File: src/rtl/fifo_wr_arbiter.sv
// fifo_wr_arbiter: round-robin arbiter that shares one FIFO write port among
// N requesters. A winner holds the port for a burst of up to MAX_BURST words.
// FIFO full stalls the burst, and a grant that stalls too long is revoked.
// Every exit from a burst passes through one IDLE cycle before the next grant.
module fifo_wr_arbiter #(
  parameter int N         = 4,
  parameter int DW        = 5,
  parameter int MAX_BURST = 4,
  parameter int STALL_MAX = 16
) (
  input  logic            w_clk,
  input  logic            reset,
  input  logic [N-1:0]    req,
  input  logic [N*DW-1:0] req_data,
  input  logic            full,
  output logic [N-1:0]    gnt,
  output logic [N-1:0]    ack,
  output logic            w_en,
  output logic [DW-1:0]   wdata,
  output logic            busy,
  output logic            stall_err
);

  localparam int PW  = (N > 1) ? $clog2(N) : 1;
  localparam int BCW = $clog2(MAX_BURST + 1);

  typedef enum logic {IDLE, BURST} state_t;

  state_t         state_reg;
  logic [N-1:0]   gnt_reg;
  logic           busy_reg;
  logic           stall_err_reg;
  logic [BCW-1:0] burst_cnt_reg;
  logic [7:0]     stall_cnt_reg;
  // Index of the most recent winner; it doubles as the granted index in BURST.
  logic [PW-1:0]  rr_ptr_reg;

  logic           hit;
  logic [PW-1:0]  win_idx;
  logic           win_found;
  logic [PW-1:0]  cand_idx;
  logic [DW-1:0]  slice_masked [N];

  // A word moves only when the granted requester has data, FIFO has room and
  // reset is not asserted (reset may coincide with a still-held grant).
  assign hit       = (|(gnt_reg & req)) & ~full & ~reset;
  assign w_en      = hit;
  assign ack       = gnt_reg & {N{hit}};
  assign gnt       = gnt_reg;
  assign busy      = busy_reg;
  assign stall_err = stall_err_reg;

  genvar gi;
  generate
    for (gi = 0; gi < N; gi++) begin : g_slice
      assign slice_masked[gi] = gnt_reg[gi] ? req_data[gi*DW +: DW] : '0;
    end
  endgenerate

  // OR of one-hot masked slices selects the granted requester's data (0 if none).
  always_comb begin
    wdata = '0;
    for (int i = 0; i < N; i++) begin
      wdata = wdata | slice_masked[i];
    end
  end

  // Round-robin search starting just after the last winner.
  always_comb begin
    win_idx   = rr_ptr_reg;
    win_found = 1'b0;
    cand_idx  = '0;
    for (int k = 1; k <= N; k++) begin
      cand_idx = PW'((int'(rr_ptr_reg) + k) % N);
      if (!win_found && req[cand_idx]) begin
        win_idx   = cand_idx;
        win_found = 1'b1;
      end
    end
  end

  // Grant FSM with registered gnt/busy/stall_err and the burst/stall counters.
  always_ff @(posedge w_clk) begin
    if (reset) begin
      state_reg     <= IDLE;
      gnt_reg       <= '0;
      busy_reg      <= 1'b0;
      stall_err_reg <= 1'b0;
      burst_cnt_reg <= '0;
      stall_cnt_reg <= '0;
      rr_ptr_reg    <= PW'(N - 1);
    end else begin
      stall_err_reg <= 1'b0;
      case (state_reg)
        IDLE: begin
          if (win_found) begin
            state_reg     <= BURST;
            gnt_reg       <= N'(1) << win_idx;
            rr_ptr_reg    <= win_idx;
            busy_reg      <= 1'b1;
            burst_cnt_reg <= '0;
            stall_cnt_reg <= '0;
          end
        end
        BURST: begin
          if (hit) begin
            if (burst_cnt_reg == BCW'(MAX_BURST - 1)) begin
              state_reg <= IDLE;
              gnt_reg   <= '0;
              busy_reg  <= 1'b0;
            end else begin
              burst_cnt_reg <= burst_cnt_reg + 1'b1;
              stall_cnt_reg <= '0;
            end
          end else if (!req[rr_ptr_reg]) begin
            // Requester released the port before finishing its burst.
            state_reg <= IDLE;
            gnt_reg   <= '0;
            busy_reg  <= 1'b0;
          end else begin
            // Requester still waiting but FIFO is full.
            if (stall_cnt_reg == 8'(STALL_MAX - 1)) begin
              state_reg     <= IDLE;
              gnt_reg       <= '0;
              busy_reg      <= 1'b0;
              stall_err_reg <= 1'b1;
            end else begin
              stall_cnt_reg <= stall_cnt_reg + 1'b1;
            end
          end
        end
        default: begin
          state_reg <= IDLE;
          gnt_reg   <= '0;
          busy_reg  <= 1'b0;
        end
      endcase
    end
  end

endmodule

File: config.mk
export PLATFORM = sky130hd
export DESIGN_NAME = fifo_wr_arbiter
export DESIGN_NICKNAME = d
export VERILOG_FILES = /design/src/rtl/fifo_wr_arbiter.sv
export SDC_FILE = /design/constraint.sdc
export NUM_CORES = 1
export LEC_CHECK = 0
export CAP_MARGIN = 5
export CORE_ASPECT_RATIO = 1.4
export CORE_MARGIN = 10
export CORE_UTILIZATION = 40
export DETAILED_ROUTE_END_ITERATION = 6
export GPL_TIMING_DRIVEN = 0
export PLACE_DENSITY = 0.76
export SYNTH_ARGS = -nofsm -noshare
export SYNTH_HDL_FRONTEND = slang
export SYNTH_SLANG_ARGS = --single-unit
File: constraint.sdc
create_clock -name w_clk -period 2.05 [get_ports w_clk]
set_clock_uncertainty 0.1 [all_clocks]
set_input_delay 0.41 -clock w_clk [delete_from_list [all_inputs] [get_ports w_clk]]
set_output_delay 0.41 -clock w_clk [all_outputs]
set_load 0.02 [all_outputs]
==> metrics.md <==
| Metric | Value |
|---|---|
| Status | `finished, final reports clean` |
| CP startpoint | `req[1]` |
| Chip Height | `84.4 um` |
| Remaining DRCs | `0` |
| Distinct cell type count of the synthesized netlist | `38` |
| Crit-path max FO | `6` |
| Post-synth EDFFs | `0` |
| Synth Cell Area | `0.00119 mm2` |
| Power per cell area | `579 mW/mm2` |
| WL final | `3700 um` |
| Final Hold Viols | `0` |
| Clock sink count | `20` |
| First-pass GRT wire length | `6170 um` |
| Rows | `23` |
| Seq/Total Area, Yosys | `0.338` |
| Top-area cell type share of the netlist area | `0.338` |
| Worst setup SP type | `input port` |
| Flops & latches, synth | `20` |
| RSZ-0062 raised after global routing | `yes` |
| Worst reg-to-reg path cell count | `7` |
| Pre-Repair DR Iteration Count | `4` |
| Die X | `66.0 um` |
| Slew @ Worst Pin | `0.465 ns` |
| Via density | `5.67` |
| Max FFs per register | `8` |
| Nets | `224` |
| DP HPWL | `2860 um` |
| Remaining Overflow, GRT | `0` |
| Clock latency on the worst-skew pair | `0.25 ns` |
| Reg2reg start | `burst_cnt_reg[0]` |
| Starting DRC count in detailed routing | `77` |
| # IOs | `43` |
| Max-Slew Margin vs Limit | `0.688` |
| Final Max Tran Viols | `0` |
| P&R area growth vs syn | `46.0%` |
| H-tree depth | `1` |
| Crit path kind | `in -> out` |
| Final setup violation count | `0` |
| N_diodes | `0` |
| Maximum number of pins on one net before global-route repair | `11` |
| Routability cong. | `0.800` |
| Crit path DAT | `1.46 ns` |
| CTS buffer count | `3` |
| Initial antenna violation count | `0` |
| # Max-Cap Violations | `0` |
| Max Root-Sink Buffers | `2` |
| I/O Buffers | `42` |
| Area post-placement | `0.00166 mm2` |
| Static Leak | `0.664 nW` |
| Fin area | `0.00173 mm2` |
| Post-synth top flop | `dfxtp_1` |
| Synth area leaders | `dfxtp_1 (34%), a22oi_1 (6.3%), a21oi_1 (5.1%), nand2_1 (5.1%), nand3b_1 (3.8%)` |
| Share of layout cells above drive strength 1 | `0.167` |
| Post-route minimum period | `1.97 ns` |
| Hold Path Stages | `2` |
| All-Layer GR Usage | `0.132` |
| Number of global-route vias before repair | `1266` |
| FILL cells | `255` |
| Synth warn | `0` |
| Initial Utilization | `0.416` |
| Final Cycle Share | `0.963` |
| Post-DR wirelength/cell | `16.2 um` |
| Post-synth ARST share | `0` |
| Maximum vdd drop | `0.584 mV` |
| Avg Cell Area, Syn | `8.29 um2` |
| Vias post-DR | `1299` |
| Peak Freq | `507 MHz` |
| Reg clk slew, reported paths | `0.07 ns` |
| Setup crit end kind | `primary output` |
| Data required, critical path | `1.54 ns` |
| Worst min path class | `reg -> reg` |
| Root buffer cell | `clkbuf_8` |
| Final TNS setup | `0 ns` |
| Area leader, netlist | `dfxtp_1` |
| Crit Reg-Reg Endpoint | `gnt[2]` |
| Post-synth net total | `173` |
| TritonCTS clock tree | `yes` |
| Gate Count Post-Synth | `143` |
| DIE AREA | `0.00557 mm2` |
| Reg2reg setup slack | `0.08 ns` |
| Crit path to | `w_en` |
| Total core area | `0.00285 mm2` |
| Antenna-violating nets left | `0` |
## where the power goes
group / total, W / leakage [nW] / internal, W / switching [W]
Clock: 0.000247 / 0.0216 / 0.000130 / 0.000117
Combinational: 0.000316 / 0.477 / 0.000154 / 0.000162
Sequential: 0.000439 / 0.166 / 0.000409 / 0.0000304
Total: 0.00100 / 0.664 / 0.000693 / 0.000309
## what timing repair did
item | in CTS | in global routing
pin swaps | 3 | 1
resized for setup | 37 | 11
endpoints found under the setup margin | 25 | 21
hold buffers | 0 | 0
setup buffers | 4 | 0
## worst max-delay path: stages
cell,delay [ns]
clkdlybuf4s15_2,0.25
a22oi_2,0.13
a211oi_4,0.33
clkdlybuf4s15_1,0.35
## stage by stage
| stage | setup WS [ns] | utilization | hold slack [ns] | total power [W] | instances |
|---|---|---|---|---|---|
| 2_1_floorplan | 0.000719 | - | 0.367 | 0.000615 | 143 |
| 3_3_place_gp | -0.884 | 0.581 | 0.378 | 0.000759 | 222 |
| 3_5_place_dp | -0.928 | 0.581 | 0.379 | 0.000768 | 222 |
| 4_1_cts | 0.00140 | 0.603 | 0.394 | 0.00101 | 229 |
| 5_1_grt | -0.0363 | 0.608 | 0.453 | 0.00106 | 229 |
| 6_report | 0.0763 | 0.608 | 0.399 | 0.00100 | 229 |
## area by class of cell
type	instances	area, um2	area share
buffer	3	22.5	0.0130
clock buffer	3	41.3	0.0238
inverter	4	15.0	0.00867
multi-input combinational	116	768	0.444
sequential	20	415	0.240
tap	37	46.3	0.0267
timing repair buffer	46	423	0.244
## placed cells by master, fill, tap and decap left out, types with 2 or more instances in the layout
cell type and n:
nor2_1 12, buf_4 6, xnor2_1 4, nor3_1 5, a21oi_1 12, a21o_1 2, a22oi_1 10, buf_2 3
clkdlybuf4s50_1 26, dlygate4sd2_1 7, nor4_1 3, a22oi_2 2, dfxtp_4 4, clkbuf_8 3, nand3_1 4, o21ai_1 6
nand2_1 15, mux2i_1 2, clkdlybuf4s15_2 3, a31oi_1 2, dfxtp_1 16, nand3b_1 6, nand2b_1 5, and2_1 5
inv_1 4, nand2_2 2, ha_1 3
## how the worst min path moves through the flow
stage	slack (ns)	to	startpoint
6_report	0.40	busy	busy
5_1_grt	0.45	stall_cnt_reg[1]	stall_cnt_reg[1]
4_1_cts	0.39	busy	busy
3_5_place_dp	0.38	busy	busy
3_3_place_gp	0.38	burst_cnt_reg[1]	burst_cnt_reg[1]
2_1_floorplan	0.37	burst_cnt_reg[1]	burst_cnt_reg[1]
## synth_stat cells (all sizes together) (4+ instances only)
master,count
dfxtp,20
nand2,17
a21oi,13
nor2,13
a22oi,12
o21ai,7
nand3b,6
nor3,6
and2,5
nand2b,5
inv,4
nand3,4
nor4,4
xnor2,4
## cell families (layout without fill, tap and decap cells)
family          Yosys count  in the layout  share of synthesized area
flops                    20             20                      0.338
mux                       3              3                     0.0359
simple gates             66             66                      0.302
fa+ha+maj                 3              3                     0.0316
compound gates           40             40                      0.232
buf+inv                   7             56                     0.0316
xor+xnor                  4              4                     0.0295
## layer usage
metal | global-route usage | vias to the layer above | share of wire
met4 | 0.0382 | 0 | 0.016
met3 | 0.0332 | 4 | 0.080
met2 | 0.213 | 59 | 0.46
met1 | 0.167 | 613 | 0.45
met5 | 0 | - | 0
li1 | - | 623 | -
Power figures use the tool's default switching activity.
